**src/rtl/imem_loader_if.sv**
```systemverilog
// Byte-stream input, instruction-memory write port and boot status for imem_loader.
// master = loader side, slave = stream source / memory / CPU side.
interface imem_loader_if;
    logic        byte_valid;
    logic [7:0]  byte_data;
    logic        byte_ready;
    logic        mem_we;
    logic [63:0] mem_addr;
    logic [31:0] mem_wdata;
    logic        cpu_hold;
    logic        done;
    logic        error;

    modport master (
        input  byte_valid, byte_data,
        output byte_ready, mem_we, mem_addr, mem_wdata, cpu_hold, done, error
    );

    modport slave (
        output byte_valid, byte_data,
        input  byte_ready, mem_we, mem_addr, mem_wdata, cpu_hold, done, error
    );
endinterface

```
**src/rtl/imem_loader.sv**
```systemverilog
// Boot loader: 16-bit LE word count, then LE 32-bit words written to instruction memory;
// keeps the CPU held until the load completes, errors are sticky until reset.
//
// state | meaning
// LEN0  | waiting for word-count low byte (no timeout)
// LEN1  | waiting for word-count high byte, length checked on arrival
// DATA  | collecting the 4 bytes of the current word
// WRITE | one-cycle memory write of the assembled word
// DONE  | load complete, CPU released, stream ignored
// ERR   | bad length or stalled stream, CPU held
module imem_loader #(
    parameter logic [63:0] BASE_ADDR      = 64'd0,
    parameter int          DEPTH_WORDS    = 256,
    parameter int          TIMEOUT_CYCLES = 1000
) (
    input  logic         clk,
    input  logic         reset,
    imem_loader_if.master bus
);
    typedef enum logic [2:0] {
        S_LEN0, S_LEN1, S_DATA, S_WRITE, S_DONE, S_ERR
    } state_t;

    localparam int              TW       = $clog2(TIMEOUT_CYCLES + 1);
    localparam logic [TW-1:0]   TMO_LAST = TW'(TIMEOUT_CYCLES - 1);
    localparam logic [16:0]     DEPTH_L  = 17'(DEPTH_WORDS);

    state_t        state, state_next;
    logic [15:0]   n_words;
    logic [15:0]   word_idx;
    logic [1:0]    byte_idx;
    logic [23:0]   word_buf;
    logic [63:0]   mem_addr_q;
    logic [31:0]   mem_wdata_q;
    logic [TW-1:0] tmo_cnt;

    logic accept, xfer, tmo_hit, len_bad;
    logic mem_we_c, cpu_hold_c, done_c, error_c;

    assign accept  = (state == S_LEN0) || (state == S_LEN1) || (state == S_DATA);
    assign xfer    = bus.byte_valid & accept;
    assign tmo_hit = (tmo_cnt == TMO_LAST);
    assign len_bad = ({bus.byte_data, n_words[7:0]} == 16'd0) ||
                     ({1'b0, bus.byte_data, n_words[7:0]} > DEPTH_L);

    always_ff @(posedge clk or posedge reset) begin
        if (reset) state <= S_LEN0;
        else       state <= state_next;
    end

    always_comb begin
        state_next = state;
        mem_we_c   = 1'b0;
        cpu_hold_c = 1'b1;
        done_c     = 1'b0;
        error_c    = 1'b0;
        case (state)
            S_LEN0: if (xfer) state_next = S_LEN1;
            S_LEN1: begin
                if (xfer)         state_next = len_bad ? S_ERR : S_DATA;
                else if (tmo_hit) state_next = S_ERR;
            end
            S_DATA: begin
                if (xfer) begin
                    if (byte_idx == 2'd3) state_next = S_WRITE;
                end else if (tmo_hit) begin
                    state_next = S_ERR;
                end
            end
            S_WRITE: begin
                mem_we_c   = 1'b1;
                state_next = (word_idx + 16'd1 == n_words) ? S_DONE : S_DATA;
            end
            S_DONE: begin
                cpu_hold_c = 1'b0;
                done_c     = 1'b1;
            end
            S_ERR:   error_c = 1'b1;
            default: state_next = S_ERR;
        endcase
    end

    always_ff @(posedge clk or posedge reset) begin
        if (reset) begin
            n_words     <= '0;
            word_idx    <= '0;
            byte_idx    <= '0;
            word_buf    <= '0;
            mem_addr_q  <= '0;
            mem_wdata_q <= '0;
            tmo_cnt     <= '0;
        end else begin
            case (state)
                S_LEN0: begin
                    tmo_cnt <= '0;
                    if (xfer) n_words[7:0] <= bus.byte_data;
                end
                S_LEN1: begin
                    if (xfer) begin
                        n_words[15:8] <= bus.byte_data;
                        tmo_cnt       <= '0;
                    end else if (!tmo_hit) begin
                        tmo_cnt <= tmo_cnt + 1'b1;
                    end
                end
                S_DATA: begin
                    if (xfer) begin
                        tmo_cnt  <= '0;
                        byte_idx <= byte_idx + 2'd1;
                        case (byte_idx)
                            2'd0: word_buf[7:0]   <= bus.byte_data;
                            2'd1: word_buf[15:8]  <= bus.byte_data;
                            2'd2: word_buf[23:16] <= bus.byte_data;
                            default: begin
                                // Address/data are latched here so they are stable through WRITE.
                                mem_addr_q  <= BASE_ADDR + {46'd0, word_idx, 2'b00};
                                mem_wdata_q <= {bus.byte_data, word_buf};
                            end
                        endcase
                    end else if (!tmo_hit) begin
                        tmo_cnt <= tmo_cnt + 1'b1;
                    end
                end
                S_WRITE: begin
                    word_idx <= word_idx + 16'd1;
                    tmo_cnt  <= '0;
                end
                default: ;
            endcase
        end
    end

    assign bus.byte_ready = accept;
    assign bus.mem_we     = mem_we_c;
    assign bus.mem_addr   = mem_addr_q;
    assign bus.mem_wdata  = mem_wdata_q;
    assign bus.cpu_hold   = cpu_hold_c;
    assign bus.done       = done_c;
    assign bus.error      = error_c;
endmodule

```
**src/flat_wrapper.sv**
```systemverilog
// flat-port wrapper written by rule: the top's interface ports become plain ports
module imem_loader_flat 
#(
    parameter logic [63:0] BASE_ADDR      = 64'd0,
    parameter int          DEPTH_WORDS    = 256,
    parameter int          TIMEOUT_CYCLES = 1000
)
  (clk, reset, bus_byte_valid, bus_byte_data, bus_byte_ready, bus_mem_we, bus_mem_addr, bus_mem_wdata, bus_cpu_hold, bus_done, bus_error);
  imem_loader_if bus_i ();
  input  logic clk;
  input  logic reset;
  input wire logic [$bits(bus_i.byte_valid)-1:0] bus_byte_valid;
  input wire logic [$bits(bus_i.byte_data)-1:0] bus_byte_data;
  output wire logic [$bits(bus_i.byte_ready)-1:0] bus_byte_ready;
  output wire logic [$bits(bus_i.mem_we)-1:0] bus_mem_we;
  output wire logic [$bits(bus_i.mem_addr)-1:0] bus_mem_addr;
  output wire logic [$bits(bus_i.mem_wdata)-1:0] bus_mem_wdata;
  output wire logic [$bits(bus_i.cpu_hold)-1:0] bus_cpu_hold;
  output wire logic [$bits(bus_i.done)-1:0] bus_done;
  output wire logic [$bits(bus_i.error)-1:0] bus_error;
  assign bus_i.byte_valid = bus_byte_valid;
  assign bus_i.byte_data = bus_byte_data;
  assign bus_byte_ready = bus_i.byte_ready;
  assign bus_mem_we = bus_i.mem_we;
  assign bus_mem_addr = bus_i.mem_addr;
  assign bus_mem_wdata = bus_i.mem_wdata;
  assign bus_cpu_hold = bus_i.cpu_hold;
  assign bus_done = bus_i.done;
  assign bus_error = bus_i.error;
  imem_loader #(.BASE_ADDR(BASE_ADDR), .DEPTH_WORDS(DEPTH_WORDS), .TIMEOUT_CYCLES(TIMEOUT_CYCLES)) u_core (.clk(clk), .reset(reset), .bus(bus_i));
endmodule
```
**config.mk**
```make
export PLATFORM = sky130hd
export DESIGN_NAME = imem_loader_flat
export DESIGN_NICKNAME = d
export VERILOG_FILES = /design/src/rtl/imem_loader_if.sv /design/src/rtl/imem_loader.sv /design/src/flat_wrapper.sv
export SDC_FILE = /design/constraint.sdc
export NUM_CORES = 1
export LEC_CHECK = 0
export ABC_AREA = 1
export CORE_MARGIN = 5
export CORE_UTILIZATION = 40
export DETAILED_ROUTE_END_ITERATION = 10
export PLACE_DENSITY = 0.68
export SYNTH_ARGS = -nofsm -noshare
export SYNTH_HDL_FRONTEND = slang
export SYNTH_SLANG_ARGS = --single-unit
```
**constraint.sdc**
```tcl
create_clock -name clk -period 5.1 [get_ports clk]
set_clock_uncertainty 0.1 [all_clocks]
set_input_delay 1.02 -clock clk [delete_from_list [all_inputs] [get_ports clk]]
set_output_delay 1.02 -clock clk [all_outputs]
set_load 0.1 [all_outputs]
```
==> impl_metrics.yaml <==
worst_setup_path:
  cp_num_buf_inv: 2
  r2r_slack_ns: 2.57
  cp_data_required_time_ns: 3.98
  critPathLaunchType: "register"
  crit_type: "register to output pin"
  r2r_cells: 8
  max_stage_delay_ns: 1.15
  worstPathCellList: "nor2_1 -> inv_1 -> nor2_1 -> clkdlybuf4s50_1"
  critPathArrivalTime_ns: 2.45
  cpLargestDelayFamily: "buffers and inverters"
  critPathMostFrequentCell: "nor2_1"
  rr_endpoint: "u_core.tmo_cnt[7]"
  slowest_stage: "clkdlybuf4s50_1"
  end_kind: "output pin"
  path_max_fanout: 5
  rr_startpoint: "u_core.state[1]"
grt:
  antenna_found_initial: 0
  grt_pass1_wl_mm: 20.5
  first_global_vias: 4006
  grt_use_total: 0.155
  overflow: 0
  grt_max_degree: 79
floorplan:
  core_mm2: 0.0144
  die_area_mm2: 0.0170
  rows: 44
  die-width_um: 131
  initial_core_util: 0.404
  ios: 112
  die_y_um: 131
cells_and_area:
  nFillCells: 1342
  syn2layout_area_growth_pct: 21.8
  n_antenna_cell: 0
  instances_no_fill: 935
  final_nets: 756
  final_layout_size_suffix_gt1_frac: 0.0972
clock_tree:
  cts_resized: 0
  path_clk_slew_ns: 0.05
  cts_tree: "built"
  cts_made_buffers: 17
  cts_buffer_depth: 2
  worstSkewPairLatency_ns: 0.42
  postCtsSetupRepairBufs: 0
  clkSinkCount: 119
  htree_levels: 4
  root_buffer: "clkbuf_16"
  hold_buffers: 0
routing:
  dr.pass1.iters: 5
  drt_wl_total_mm: 12.8
  vias_per_cell: 4.69
  drc: 0
  postRouteAntennaNets: 0
  drt_iter0_drc: 288
  wl_per_cell_um: 13.7
  vias: 4386
flow_run:
  cap_viol_max_count: 0
worst_hold_path:
  hp-start: "u_core.bus.mem_addr[9]"
  whs_path_depth: 2
  min_to: "u_core.bus.mem_addr[9]"
  hp-class: "register to register"
timing:
  setup_tns_ns: 0
  timing.final.hold_violations: 0
  max_slew_margin: 0.338
  setup_viol: 0
  post-route-period-util: 0.700
  grt_setup_unrepaired: "false"
  slew_violations: 0
  tightest_slew_ns: 0.989
  min_period_ns: 3.57
  max_freq_mhz: 280
placement:
  gp_congestion: 0.908
  post-dp-hpwl_mm: 8.76
  place_inst: 903
  portBuffers: 63
logic_synthesis:
  netlist_area_mm2: 0.00581
  yosysWarnings: 0
  synthCells: 668
  ys_seq_area_frac: 0.512
  yosys_register_bits: 119
  syn_area_per_cell_um2: 8.70
  synth.distinct_cells: 31
power:
  power_leakage_uw: 0.00335
  vdd_drop_max_uv: 208
  powerDensity_mw_per_mm2: 339
run_status:
  status: "finished clean"
## sequential cells by signal (all words and copies together), names as in the netlist
register and count:
u_core.byte_idx 2, u_core.tmo_cnt 10, u_core.state 3, u_core.n_words 16, u_core.bus.mem_wdata 32, u_core.word_buf 24
u_core.word_idx 16, u_core.bus.mem_addr 16
## cell usage after synthesis (all sizes together)
library cell / number / area (µm²)
nand2: 186 / 706
dfrtp: 119 / 2980
o21ai: 91 / 455
inv: 57 / 214
buf: 52 / 380
nor2: 42 / 193
nand3: 37 / 190
mux2: 25 / 282
clkbuf: 11 / 41.3
a21oi: 10 / 50.1
nand4: 8 / 50.1
ha: 7 / 87.6
nor3: 5 / 30.0
xor2: 5 / 43.8
nand3b: 4 / 30.0
a2bb2oi: 2 / 17.5
and2: 1 / 6.26
conb: 1 / 3.75
nor4: 1 / 6.26
o2111ai: 1 / 8.76
o22ai: 1 / 6.26
xnor2: 1 / 8.76
xnor3: 1 / 22.5
## cell families after synthesis
| group | after synthesis | synth area share |
|---|---|---|
| flip-flops | 119 | 0.512 |
| other | 1 | 0.000645 |
| multiplexers | 25 | 0.0484 |
| AND/OR/NAND/NOR | 284 | 0.208 |
| XOR/XNOR | 7 | 0.0129 |
| adder cells (fa/ha/maj) | 7 | 0.0151 |
| buffers and inverters | 120 | 0.109 |
| AO/OA/AOI/OAI | 105 | 0.0926 |
## how the worst max path moves through the flow
stage,start,endpoint,slack (ns),cells after the start
final,u_core.state[1],bus_done,1.53,4
after global routing,bus_byte_valid,bus_error,1.40,6
after CTS,u_core.state[1],bus_done,1.51,4
after detailed placement,bus_byte_valid,bus_error,1.54,6
after global placement,bus_byte_valid,bus_error,1.55,6
after floorplan,reset,u_core.bus.mem_addr[10],0.82,1
## where the power goes
group	total, µW	internal [µW]	switching (µW)
registers	947	946	1.19
clock network	1260	831	428
logic	195	9.85	185
## metal layers
metal | vias up | global-route usage | part of all wire
met5 | - | 0 | 0
met1 | 2033 | 0.210 | 0.47
met3 | 19 | 0.0407 | 0.048
met4 | 0 | 0.0623 | 0.022
met2 | 111 | 0.238 | 0.46
li1 | 2223 | - | -
## layout by cell type (no fill, tap or decap), types with 2 or more instances in the layout
cell | netlist | final
a21oi_1 | 10 | 10
nand3b_1 | 4 | 4
nor3_1 | 4 | 4
clkinvlp_4 | 0 | 4
a2bb2oi_1 | 2 | 2
clkbuf_1 | 11 | 3
buf_4 | 48 | 5
o21ai_1 | 2 | 2
nand2_1 | 183 | 183
bufinv_16 | 0 | 4
clkdlybuf4s50_1 | 0 | 62
inv_2 | 2 | 2
nand4_1 | 8 | 8
conb_1 | 1 | 48
nor2_1 | 36 | 36
nor2_4 | 4 | 4
dfrtp_1 | 119 | 119
inv_1 | 55 | 54
ha_1 | 7 | 7
nor2_2 | 2 | 2
nand3_1 | 36 | 36
mux2_2 | 25 | 25
o21ai_0 | 89 | 89
clkbuf_16 | 0 | 17
nand2_2 | 3 | 3
xor2_1 | 5 | 5
## per-stage QoR
| stage | hold slack [ns] | utilization | worst slack [ns] | cell area (µm²) | power, µW |
|---|---|---|---|---|---|
| after floorplan | 0.349 | - | 0.823 | 5990 | 1170 |
| after global placement | 0.365 | 0.449 | 1.55 | 6460 | 1160 |
| after detailed placement | 0.373 | 0.449 | 1.54 | 6460 | 1160 |
| after CTS | 0.387 | 0.493 | 1.51 | 7080 | 2420 |
| after global routing | 0.405 | 0.493 | 1.40 | 7080 | 2470 |
| final | 0.382 | 0.493 | 1.53 | 7080 | 2400 |
## worst min-delay path, delay by kind of cell (launching register included)
kind / cells / cell delay, ns
flops: 1 / 0.34
simple gates: 1 / 0.05
compound gates: 1 / 0.06
## layout make-up
type	instances	area [µm²]	area share
inverters	57	216	0.0306
multi-input cells	476	2370	0.335
repair buffers	67	658	0.0930
clock inverters	11	173	0.0244
well taps	184	230	0.0325
flip-flops and latches	119	2980	0.421
clock buffers	21	450	0.0636
No activity file was read; power rests on OpenSTA's default activity.
